**src/rtl/data_cache_pkg.sv**
```systemverilog
//------------------------------------------------------------------------------
// Module   : data_cache_pkg
// Purpose  : Shared types, default sizes and address helpers for the data cache
//            controller.
// Revision : 1.0
//------------------------------------------------------------------------------
`default_nettype none

package data_cache_pkg;

    localparam int C_INDEX_COUNT = 256;
    localparam int C_DATA_W      = 11;
    localparam int C_TAG_W       = 20;
    localparam int C_IDX_W       = $clog2(C_INDEX_COUNT);
    localparam int C_ADDR_W      = C_TAG_W + C_IDX_W;

    typedef enum logic [2:0] {
        ST_IDLE   = 3'd0,
        ST_FLUSH  = 3'd1,
        ST_LOOKUP = 3'd2,
        ST_MEM_RD = 3'd3,
        ST_FILL   = 3'd4,
        ST_MEM_WR = 3'd5,
        ST_RESP   = 3'd6
    } ctrl_state_e;

    typedef struct packed {
        logic [C_TAG_W-1:0] tag;
        logic [C_IDX_W-1:0] index;
    } addr_split_t;

    // Address layout is {tag, index}, so the split is a plain reinterpretation.
    function automatic addr_split_t split_addr(input logic [C_ADDR_W-1:0] addr);
        return addr_split_t'(addr);
    endfunction

endpackage

`default_nettype wire

```
**src/rtl/data_cache_ctrl_sat_counter.sv**
```systemverilog
//------------------------------------------------------------------------------
// Module   : sat_counter
// Purpose  : Up-counter that sticks at all-ones; used for hit/miss statistics.
// Revision : 1.0
//------------------------------------------------------------------------------
`default_nettype none

module sat_counter #(
    parameter int CNT_W = 16
) (
    input  logic             clk,
    input  logic             rst,
    input  logic             clr,
    input  logic             inc,
    output logic [CNT_W-1:0] count
);

    logic [CNT_W-1:0] r_count;

    always_ff @(posedge clk or negedge rst) begin
        if (!rst) begin
            r_count <= '0;
        end else if (clr) begin
            r_count <= '0;
        end else if (inc && (r_count != '1)) begin
            r_count <= r_count + CNT_W'(1);
        end
    end

    assign count = r_count;

endmodule

`default_nettype wire

```
**src/rtl/data_cache_ctrl.sv**
```systemverilog
//------------------------------------------------------------------------------
// Module   : data_cache_ctrl
// Purpose  : Request sequencer for a direct-mapped, write-through, single-word
//            line data cache with DRAM refill, flush and hit/miss statistics.
// Revision : 1.0
//------------------------------------------------------------------------------
`default_nettype none

module data_cache_ctrl
    import data_cache_pkg::*;
#(
    parameter  int INDEX_COUNT = C_INDEX_COUNT,
    parameter  int DATA_W      = C_DATA_W,
    parameter  int TAG_W       = C_TAG_W,
    parameter  int CNT_W       = 16,
    localparam int IDX_W       = $clog2(INDEX_COUNT),
    localparam int ADDR_W      = TAG_W + IDX_W
) (
    input  logic                      clk,
    input  logic                      rst,
    input  logic                      cpu_req_valid,
    output logic                      cpu_req_ready,
    input  logic                      cpu_req_we,
    input  logic [ADDR_W-1:0]         cpu_req_addr,
    input  logic [DATA_W-1:0]         cpu_req_wdata,
    output logic                      cpu_rsp_valid,
    input  logic                      cpu_rsp_ready,
    output logic [DATA_W-1:0]         cpu_rsp_rdata,
    input  logic                      flush_req,
    output logic                      cache_rst,
    output logic                      cache_enable,
    output logic                      cache_rd_wr_sel,
    output logic [IDX_W-1:0]          cache_index_sel,
    output logic [TAG_W+DATA_W:0]     cache_write_index,
    output logic                      cache_hit_miss,
    input  logic [TAG_W-1:0]          cache_tag,
    input  logic                      cache_valid,
    input  logic [DATA_W-1:0]         cache_data_io,
    output logic                      mem_req,
    output logic                      mem_we,
    output logic [ADDR_W-1:0]         mem_addr,
    output logic [DATA_W-1:0]         mem_wdata,
    input  logic                      mem_ack,
    input  logic [DATA_W-1:0]         mem_rdata,
    output logic [CNT_W-1:0]          hit_count,
    output logic [CNT_W-1:0]          miss_count
);

    ctrl_state_e       r_state;
    ctrl_state_e       w_next_state;
    logic              r_we;
    logic [ADDR_W-1:0] r_addr;
    logic [DATA_W-1:0] r_wdata;
    logic [DATA_W-1:0] r_rsp_data;
    logic              r_hit_miss;

    logic [TAG_W-1:0]  w_tag;
    logic [IDX_W-1:0]  w_idx;
    logic              w_hit;
    logic              w_lookup;

    assign w_tag = r_addr[ADDR_W-1 -: TAG_W];
    assign w_idx = r_addr[IDX_W-1:0];
    assign w_hit = cache_valid && (cache_tag == w_tag);

    always_ff @(posedge clk or negedge rst) begin
        if (!rst) begin
            r_state    <= ST_IDLE;
            r_we       <= 1'b0;
            r_addr     <= '0;
            r_wdata    <= '0;
            r_rsp_data <= '0;
            r_hit_miss <= 1'b0;
        end else begin
            r_state <= w_next_state;
            case (r_state)
                ST_IDLE: begin
                    if (!flush_req && cpu_req_valid) begin
                        r_we    <= cpu_req_we;
                        r_addr  <= cpu_req_addr;
                        r_wdata <= cpu_req_wdata;
                    end
                end
                ST_LOOKUP: begin
                    r_hit_miss <= w_hit;
                    if (r_we) begin
                        r_rsp_data <= '0;
                    end else if (w_hit) begin
                        r_rsp_data <= cache_data_io;
                    end
                end
                ST_MEM_RD: begin
                    if (mem_ack) begin
                        r_rsp_data <= mem_rdata;
                    end
                end
                default: ;
            endcase
        end
    end

    always_comb begin
        w_next_state      = r_state;
        w_lookup          = 1'b0;
        cpu_req_ready     = 1'b0;
        cpu_rsp_valid     = 1'b0;
        cpu_rsp_rdata     = '0;
        cache_rst         = 1'b0;
        cache_enable      = 1'b0;
        cache_rd_wr_sel   = 1'b0;
        cache_write_index = '0;
        mem_req           = 1'b0;
        mem_we            = 1'b0;
        mem_addr          = '0;
        mem_wdata         = '0;
        case (r_state)
            ST_IDLE: begin
                // Held low while reset is asserted so nothing is accepted then.
                cpu_req_ready = rst;
                if (flush_req) begin
                    w_next_state = ST_FLUSH;
                end else if (cpu_req_valid) begin
                    w_next_state = ST_LOOKUP;
                end
            end
            ST_FLUSH: begin
                cache_rst    = 1'b1;
                w_next_state = ST_IDLE;
            end
            ST_LOOKUP: begin
                w_lookup = 1'b1;
                if (r_we) begin
                    cache_enable      = 1'b1;
                    cache_rd_wr_sel   = 1'b1;
                    cache_write_index = {1'b1, w_tag, r_wdata};
                    w_next_state      = ST_MEM_WR;
                end else if (w_hit) begin
                    w_next_state = ST_RESP;
                end else begin
                    w_next_state = ST_MEM_RD;
                end
            end
            ST_MEM_RD: begin
                mem_req  = 1'b1;
                mem_addr = r_addr;
                if (mem_ack) begin
                    w_next_state = ST_FILL;
                end
            end
            ST_FILL: begin
                cache_enable      = 1'b1;
                cache_rd_wr_sel   = 1'b1;
                cache_write_index = {1'b1, w_tag, r_rsp_data};
                w_next_state      = ST_RESP;
            end
            ST_MEM_WR: begin
                mem_req   = 1'b1;
                mem_we    = 1'b1;
                mem_addr  = r_addr;
                mem_wdata = r_wdata;
                if (mem_ack) begin
                    w_next_state = ST_RESP;
                end
            end
            ST_RESP: begin
                cpu_rsp_valid = 1'b1;
                cpu_rsp_rdata = r_rsp_data;
                if (cpu_rsp_ready) begin
                    w_next_state = ST_IDLE;
                end
            end
            default: begin
                w_next_state = ST_IDLE;
            end
        endcase
    end

    assign cache_index_sel = w_idx;
    assign cache_hit_miss  = r_hit_miss;

    sat_counter #(
        .CNT_W (CNT_W)
    ) u_hit_cnt (
        .clk   (clk),
        .rst   (rst),
        .clr   (1'b0),
        .inc   (w_lookup && w_hit),
        .count (hit_count)
    );

    sat_counter #(
        .CNT_W (CNT_W)
    ) u_miss_cnt (
        .clk   (clk),
        .rst   (rst),
        .clr   (1'b0),
        .inc   (w_lookup && !w_hit),
        .count (miss_count)
    );

endmodule

`default_nettype wire
```
**config.mk**
```make
export PLATFORM = sky130hd
export DESIGN_NAME = data_cache_ctrl
export DESIGN_NICKNAME = d
export VERILOG_FILES = /design/src/rtl/data_cache_pkg.sv /design/src/rtl/data_cache_ctrl_sat_counter.sv /design/src/rtl/data_cache_ctrl.sv
export SDC_FILE = /design/constraint.sdc
export NUM_CORES = 1
export LEC_CHECK = 0
export ABC_AREA = 1
export BUFFER_PORTS_ARGS = -buffer_cell sky130_fd_sc_hd__buf_2
export CAP_MARGIN = 40
export CORE_ASPECT_RATIO = 0.6
export CORE_MARGIN = 5
export CORE_UTILIZATION = 40
export DETAILED_ROUTE_END_ITERATION = 16
export GPL_TIMING_DRIVEN = 0
export PLACE_DENSITY = 0.68
export RECOVER_POWER = 100
export SYNTH_ARGS = -nofsm -noshare
export SYNTH_HDL_FRONTEND = slang
export SYNTH_SLANG_ARGS = --single-unit
```
**constraint.sdc**
```tcl
create_clock -name clk -period 1.9 [get_ports clk]
set_input_delay 0.095 -clock clk [delete_from_list [all_inputs] [get_ports clk]]
set_output_delay 0.095 -clock clk [all_outputs]
set_load 0.02 [all_outputs]
```
# Word level (Yosys, flattened, before mapping)
# Index checks and enable logic that the tools add are counted.
totals:
  regBits: 87
  inputBits: 89
  out_inout_bits: 130
  word_cells: 63
classes:
  add_sub_neg: 2
  n_eq_ne: 14
  muxes: 25
  reduce_logical: 14
op_table:
  columns: ["cell", "count"]
  rows:
  - ["32-bit one-hot mux with 2 select lines", 1]
  - ["11-bit two-way mux", 5]
  - ["16-bit by 1-bit adder with 16-bit output, second input constant", 2]
  - ["32-bit two-way mux", 1]
  - ["16-bit inequality test, second input constant", 2]
  - ["28-bit two-way mux", 1]
  - ["11-bit one-hot mux with 2 select lines", 1]
  - ["3-bit two-way mux", 7]
  - ["20-bit == test", 1]
  - ["3-bit one-hot mux with 6 select lines", 1]
  - ["3-bit == test, second input constant", 3]
  - ["1-bit two-way mux", 7]
  - ["3-bit by 2-bit == test with 1-bit output, second input constant", 2]
  - ["1-bit logical AND", 6]
  - ["2-bit inequality test, second input constant", 3]
  - ["3-bit inequality test, second input constant", 2]
  - ["4-bit AND reduction", 1]
  - ["3-bit by 1-bit == test with 1-bit output, second input constant", 1]
  - ["3-bit logical NOT", 1]
  - ["3-bit AND reduction", 1]
  - ["1-bit logical NOT", 2]
  - ["1-bit one-hot mux with 2 select lines", 1]
  - ["2-bit AND reduction", 1]
  - ["2-bit nonzero test", 1]
  - ["2-bit OR reduction", 1]

# Logic depth before layout (Yosys ltp)
# Gate-level depths: netlist (run 1).
depth:
  ltp_word: 5
  mapped_depth: 12
  mapped_depth_nobuf: 11

# Modules after synthesis
# Synthesis (run 1) repeated with hierarchy kept, for this count alone.
unflattened:
  hier_cells: 787
  hier_area_um2: 5385.2
modules_own_cells:
  columns: ["mod", "n_inst", "cells_each", "area_per_inst_um2", "seq_area_each_um2"]
  rows:
  - ["data_cache_ctrl", 1, 499, 3310.7, 1376.3]
  - ["sat_counter", 2, 144, 1037.2, 400.4]

# Worst setup path before layout (run 1)
# Ideal clock, no wire load.
synth_timing:
  path_type: "register to output"
  from: "reg r_state[0]"
  to: "out cache_write_index[11]"
  arrival_ns: 1.643
  t_required_ns: 1.805
  path_slack_ns: 0.162
  path_stages_with_launch: 9
  path_buffers: 1
  cell_sequence: "dfrtp_1 -> nor2_1 -> inv_1 -> nor2_2 -> nand2_1 -> nand2_1 -> inv_1 -> buf_2 -> nor2_1"
synth_via:
  elab_chain_cells: 2
  elab_cells_between_ends: 3
  classes_between: "eq/ne (2); mux (1)"
synth_lines:
  columns: ["item", "line_no", "rtl"]
  rows:
  - ["start, declared", "data_cache_ctrl.sv:49", "ctrl_state_e r_state;"]
  - ["start signal, assigned", "data_cache_ctrl.sv:75", "r_state <= w_next_state;"]
  - ["3-bit == test / 3-bit by 2-bit == test with 1-bit output (equally long branches)", "data_cache_ctrl.sv:116", "case (r_state)"]
  - ["32-bit one-hot mux with 2 select lines *", "data_cache_ctrl.sv:116", null]
  - ["end, declared", "data_cache_ctrl.sv:34", "output logic [TAG_W+DATA_W:0] cache_write_index,"]
# Every way passes the cells marked *; elsewhere a longest branch is shown, timed or not.

# Worst setup path after layout (run 1)
layout_timing:
  from: "reg r_state[2]"
  to: "out mem_addr[8]"
layout_via:
  elab_chain_cells: 3
  elab_cells_between_ends: 4
  classes_between: "eq/ne (2); mux (1); reduce/logical (1)"
layout_lines:
  columns: ["item", "line_no", "rtl"]
  rows:
  - ["3-bit == test / 3-bit by 2-bit == test with 1-bit output (equally long branches)", "data_cache_ctrl.sv:116", null]
  - ["2-bit OR reduction (no source line) *", null, null]
  - ["28-bit two-way mux *", "data_cache_ctrl.sv:116", null]
  - ["end, declared", "data_cache_ctrl.sv:41", "output logic [ADDR_W-1:0] mem_addr,"]
# Marks and branches as above.

==> results.md, run 1 <==
- First-pass GRT wire length: 29740 um
- Max Cap Viol: 0
- Crit start category: flop
- CTS H-tree lvls: 3
- Rel. slew slack: 0.4401
- Drt first pass iters: 5
- Core ar.: 0.01350 mm^2
- Final setup viols: 4
- LEAKAGE: 4.319 nW
- Hold Path Class: in2reg
- Worst Path Buf+Inv: 5
- Via count: 6195
- Ys flop type: dfrtp_1
- YS warnings: 0
- Critical Path End Type: output port
- Clock skew: 8.406 ps
- Filler cells: 1253
- Root Buffer: clkbuf_16
- Cell mode on critical path: nand2_4
- R2R setup slack: 70 ps
- Peak VDD IR: 0.7481 mV
- Failing checks: negative setup slack
- Critical path arrival: 1860 ps
- CP max-delay cell: dfrtp_1
- Fin. Hold Viols: 0
- Drt drc: 0
- Finished Cell Area: 0.008103 mm^2
- Count of state elements after synthesis: 87
- Combinational Power Share: 0.611
- Seq pwr share: 0.237
- # rows: 33
- Status: complete, but fails checks
- Cell family with most CP delay: buffers and inverters
- Final net count: 1167
- Vias per cell: 4.932
- Final min period: 1950 ps
- Post-synth EDFFs: 0
- Die Y: 100.6 um
- Unrepaired setup endpoints after global routing: yes
- Inserted Diodes: 0
- Synthesized cell area: 0.005468 mm^2
- CTS tree: yes
- Initial antenna violation count: 0
- Grt ovf: 0
- Sequential share of the synthesized area: 0.3982
- Clock share of power: 0.153
- Vias in the first global route: 5781
- Initial core utilization: 0.4050
- Layout area overhead: 48.19%
- Post-Syn Nets: 893
- Cell count after synthesis: 802
- Pins Over Slew Limit: 0
- Longest Clk Path Bufs: 2
- Dpl hpwl: 14320 um
- Starting DRT DRC Count: 366
- DR WL/cell: 15.72 um
- Crit path required time: 1800 ps
- Final setup margin: -50.15 ps
- Total Wirelength: 19740 um
- Skew-Pair Late Insertion Delay: 340 ps
- Multi-input logic area: 0.002960 mm^2
- Async set or reset register ratio after synthesis: 1.000
- Sequential cell area: 0.002182 mm^2
- Die area: 0.01618 mm^2
- CP peak stage delay: 450 ps
- Placed inst area: 0.006808 mm^2
- Largest net degree at the start of global routing: 63
- Netlist cell types: 35
- Pint: 0.006045 W
- Share of cells above drive strength 1: 0.3108
- Clk slew on worst S/H paths: 70 ps
- Buffers on Ports: 218
- Critical path, cell by cell: inv_2, nor2_4, nand2_4, nand2_4, inv_1, buf_6, buf_8, nor2_1, buf_2
- Synth Area per Inst: 6.818 um^2
- NetSw: 0.005493 W
- IO Pins: 219
- Worst Tran Pin Value: 839.9 ps
- Final ANT Viol Nets: 0
- PD cells: 1424 mW/mm^2
- Commonest non-fill, non-tap cell in the layout: nand2_1
- GR Util All Layers: 0.2282
- Routability cong.: 0.8954
- Post-route clock period utilization: 1.026
- Crit-path max FO: 10
- Chip width: 160.9 um
- Fmax: 512.8 MHz
- Crit Path Class: reg2out
- Commonest non-fill, non-tap cells in the layout: nand2_1, buf_2, nor2_1
- Clock tree sinks: 87
- Post-layout util: 0.6001
- Switching fraction of total power: 0.4761
- Num CTS Buffers: 9
- Place WS: -69.29 ps
kinds of logic after synthesis:
logic type | count (synthesis) | share of synthesized area
flip-flops | 87 | 0.3982
adder cells (fa/ha/maj) | 2 | 0.004576
AO/OA/AOI/OAI | 72 | 0.06888
AND/OR/NAND/NOR | 465 | 0.3671
buffers and inverters | 149 | 0.1181
XOR/XNOR | 27 | 0.04325
metal layers:
layer / vias up / global-route usage / wire, um / share of wire
li1: 3054 / - / - / -
met5: - / 0 / 0 / 0
met4: 0 / 0.04128 / 200 / 0.010
met2: 223 / 0.3517 / 8782 / 0.44
met3: 15 / 0.05067 / 1286 / 0.065
met1: 2903 / 0.3346 / 9471 / 0.48
path summary, 6_finish.rpt:
kind | end | start | cells past startpoint
min in group asynchronous | u_hit_cnt.count[6] | rst | 2
worst min-delay path | r_wdata[9] | cpu_req_wdata[9] | 3
max in group asynchronous | r_state[2] | rst | 3
worst max register to register | u_miss_cnt.count[12] | r_state[2] | 10
worst min register to register | u_miss_cnt.count[0] | u_miss_cnt.count[0] | 2
worst max-delay path | mem_addr[8] | r_state[2] | 9
metrics by stage:
step / hold slack, ps / total power, W / cells / TNS [ps]
floorplan: -200.6 / 0.006219 / 802 / 0
global placement: 344.3 / 0.007918 / 1195 / -13460
detailed placement: 45.05 / 0.007985 / 1196 / -286.9
CTS: 0.3475 / 0.01037 / 1239 / -3.904
global route: 12.63 / 0.01225 / 1256 / -2409
finish: 9.437 / 0.01154 / 1256 / -87.78
tightest hold or removal path: cells and delay by family:
kind	cells	cell delay (ps)
AO/OA/AOI/OAI	1	110
buffers and inverters	1	70
AND/OR/NAND/NOR	1	40
cell usage after synthesis (2+ instances only):
| cell type | count | area [um^2] |
|---|---|---|
| ha_1 | 2 | 25.02 |
| nor2_4 | 2 | 22.52 |
| nand3_2 | 3 | 30.03 |
| a21oi_1 | 52 | 260.3 |
| nand3_1 | 37 | 185.2 |
| nor3_1 | 10 | 50.05 |
| nand4_1 | 31 | 193.9 |
| buf_6 | 3 | 33.78 |
| nor2_2 | 5 | 31.28 |
| nor2_1 | 160 | 600.6 |
| buf_4 | 13 | 97.59 |
| nor3_2 | 2 | 20.02 |
| or2_1 | 2 | 12.51 |
| nand2_1 | 204 | 765.7 |
| xnor2_1 | 11 | 96.34 |
| o21ai_1 | 3 | 15.01 |
| inv_2 | 3 | 11.26 |
| dfrtp_1 | 87 | 2177 |
| clkbuf_1 | 16 | 60.06 |
| inv_1 | 102 | 382.9 |
| o22ai_1 | 11 | 68.82 |
| o21ai_0 | 5 | 25.02 |
| buf_2 | 11 | 55.05 |
| xor2_1 | 16 | 140.1 |
flip-flops by register name, summed over array words and instances (netlist names):
signal and flops:
cache_hit_miss 1, r_addr 28, r_rsp_data 11, r_state 3
r_wdata 11, r_we 1, u_hit_cnt.count 16, u_miss_cnt.count 16
power by group through the flow:
stage	Clock (W)	Combinational, W	Sequential (W)
floorplan	0	0.00349	0.00273
global placement	0	0.00518	0.00273
detailed placement	0	0.00523	0.00276
CTS	0.00181	0.00584	0.00272
global route	0.00191	0.00755	0.00279
finish	0.00176	0.00705	0.00273
area by class of cell:
class,instances,area share
multi-input cells,566,0.3653
flip-flops and latches,87,0.2693
repair buffers,264,0.2122
inverters,106,0.04988
plain buffers,42,0.04061
clock buffers,9,0.02779
well taps,175,0.02702
clock inverters,7,0.007875
repair_timing:
item                                    in CTS  in global routing
resized for setup                           73                139
gates cloned                                 0                  3
endpoints found under the setup margin      78                144
setup buffers                                7                 14
hold buffers                                21                  0
pin swaps                                    5                  6
endpoints found under the hold margin       46                  0
No activity file was read; power rests on OpenSTA's default activity.
==> run 2: changes to the inputs <==
REMOVE_ABC_BUFFERS = 1   (was unset)
SYNTH_HIERARCHICAL = 1   (was unset)
==> run 2 against run 1 <==
Net effect:
- the flow now finishes without violations
- sequential cell count is the same
- core utilization down 5.2 points
- register-to-register slack better by 60 ps
- critical endpoint is now cache_write_index[9]
==> results.md, run 2 <==
- Most common cell in the synthesized netlist: nand2_1
- Share of cells above drive strength 1: 0.2302
- Total Wirelength: 17200 um
- Routability cong.: 0.8415
- Hold slack final: 4.016 ps
- CP max-delay cell: dfrtp_2
- Fin. Hold Viols: 0
- Leading area contributor after synthesis: dfrtp_1
- Final setup viols: 0
- GR Util All Layers: 0.2068
- Post-synth EDFFs: 0
- Peak VDD IR: 0.7608 mV
- Worst Path Buf+Inv: 4
- Post-layout util: 0.5481
- Async set or reset register ratio after synthesis: 1.000
- Reg2reg end: u_miss_cnt/count[0]
- Commonest non-fill, non-tap cells in the layout: nand2_1, nor2_1, buf_2
- Final net count: 1107
- Cell count after synthesis: 787
- Dpl hpwl: 12350 um
- Ranking of synthesized cells by area: dfrtp_1, nand2_1, nor2_1
- Worst flop-to-flop path startpoint: r_state[2]
- Grt ovf: 0
- YS warnings: 6
- Initial core utilization: 0.4138
- Final min period: 1814 ps
- Crit-path max FO: 11
- Commonest non-fill, non-tap cell in the layout: nand2_1
- Cell mode on critical path: buf_4
- Cell family with most CP delay: buffers and inverters
- LEAKAGE: 3.837 nW
- Buffers on Ports: 218
- Clock skew: 11.39 ps
- Synth Area per Inst: 6.843 um^2
- Netlist cell types: 34
- Drt first pass iters: 5
- Critical path, cell by cell: buf_4, nor3_4, inv_2, buf_4, o22ai_1, buf_2
- Crit path required time: 1800 ps
- Unrepaired setup endpoints after global routing: no
- Place WS: -809.2 ps
- Crit Path Class: reg2out
- Worst reg-to-reg path cell count: 9
- IO Pins: 219
- WP depth: 6
- Setup crit end: cache_write_index[9]
- Core ar.: 0.01301 mm^2
- Synthesized cell area: 0.005385 mm^2
- Clock tree sinks: 87
- Fmax: 551.3 MHz
- Largest net degree at the start of global routing: 49
- Critical Path End Type: output port
- Root Buffer: clkbuf_16
- R2R setup slack: 130 ps
- First-pass GRT wire length: 27120 um
- Starting DRT DRC Count: 324
- Num CTS Buffers: 9
- Worst Setup SP: r_state[1]
- Layout area overhead: 32.43%
- Count of state elements after synthesis: 87
- Initial antenna violation count: 0
- PD cells: 1315 mW/mm^2
- Clk slew on worst S/H paths: 70 ps
- Critical path arrival: 1720 ps
- Vias per cell: 4.785
- Filler cells: 1290
- Die area: 0.01596 mm^2
- Hold Path Class: in2reg
- Post-route clock period utilization: 0.9547
- Die Y: 99.88 um
- CP peak stage delay: 420 ps
- Rel. slew slack: 0.3083
- Longest Clk Path Bufs: 2
- Inserted Diodes: 0
- Skew-Pair Late Insertion Delay: 340 ps
- Final ANT Viol Nets: 0
- CTS tree: yes
- Overall power: 0.009380 W
- Status: complete, no violations
- Ys flop type: dfrtp_1
- Chip width: 159.8 um
- Post-synth top area share: 0.4043
- Crit start category: flop
- CTS H-tree lvls: 3
- Pins Over Slew Limit: 0
- DR WL/cell: 14.44 um
- Final setup margin: 86.16 ps
- Sequential share of the synthesized area: 0.4043
- Via count: 5699
- Drt drc: 0
- Synth top cells by count: nand2_1, nor2_1, inv_1
- Max Cap Viol: 0
- # rows: 32
- Worst Tran Pin Value: 1038 ps
- Largest register FFs: 28
- Largest reg by FF count: r_addr
- Vias in the first global route: 5297
==> run 2: how the worst min path moves through the flow <==
stage                      from  cells past startpoint  slack, ps            endpoint
2_1_floorplan               rst                      0       -200      cache_hit_miss
3_3_place_gp   cpu_req_addr[13]                      3        340          r_addr[13]
3_5_place_dp                rst                      1        130  u_hit_cnt/count[6]
4_1_cts         cpu_req_addr[4]                      3          2           r_addr[4]
5_1_grt        cpu_req_wdata[5]                      3          8          r_wdata[5]
6_report        cpu_req_addr[4]                      3          4           r_addr[4]
==> run 2: what timing repair did <==
action                                  in CTS  in global routing
gates cloned                                 2                  1
resized for setup                           21                 17
buffers inserted                            12                  3
hold buffers                                16                  0
pin swaps                                    6                  3
endpoints found under the setup margin     137                113
hold endpoints to repair                    54                  0
==> run 2: worst min-delay path, stage by stage <==
cell and delay (ps):
buf_2 70, nor2_1 30, a21oi_1 100
==> run 2: where the power goes <==
part / switching [W] / internal, W / total, W
logic: 0.00337 / 0.00142 / 0.00479
registers: 0.000338 / 0.00238 / 0.00271
clock network: 0.000821 / 0.00105 / 0.00187
total: 0.00453 / 0.00485 / 0.00938
==> run 2: layout make-up <==
cell class,count,area (um^2),area share
sequential,87,2181,0.3058
clock inverter,7,86.33,0.01211
timing repair buffer,251,1318,0.1847
clock buffer,9,225.2,0.03158
tap,170,212.7,0.02982
inverter,103,401.6,0.05632
multi-input combinational,564,2708,0.3796
==> run 2: cells by family after synthesis <==
group | count (synthesis) | synth area share
fa+ha+maj | 2 | 0.004646
flops | 87 | 0.4043
compound gates | 84 | 0.08829
xor+xnor | 12 | 0.01952
buf+inv | 144 | 0.1197
other cells | 1 | 0.0006964
simple gates | 457 | 0.3629
==> run 2: metrics by stage <==
stage          cells  area (um^2)  TNS [ps]
2_1_floorplan    751         5151    -23560
3_3_place_gp    1139         6455    -84770
3_5_place_dp    1141         6507    -29280
4_1_cts         1187         7188         0
5_1_grt         1191         7132         0
6_report        1191         7132         0
==> run 2: layer usage <==
metal | wire (um) | vias to the layer above | track usage
li1 | - | 2902 | -
met2 | 7248 | 202 | 0.3184
met5 | 0 | - | 0
met1 | 8733 | 2589 | 0.3028
met4 | 81 | 0 | 0.02974
met3 | 1134 | 6 | 0.05170
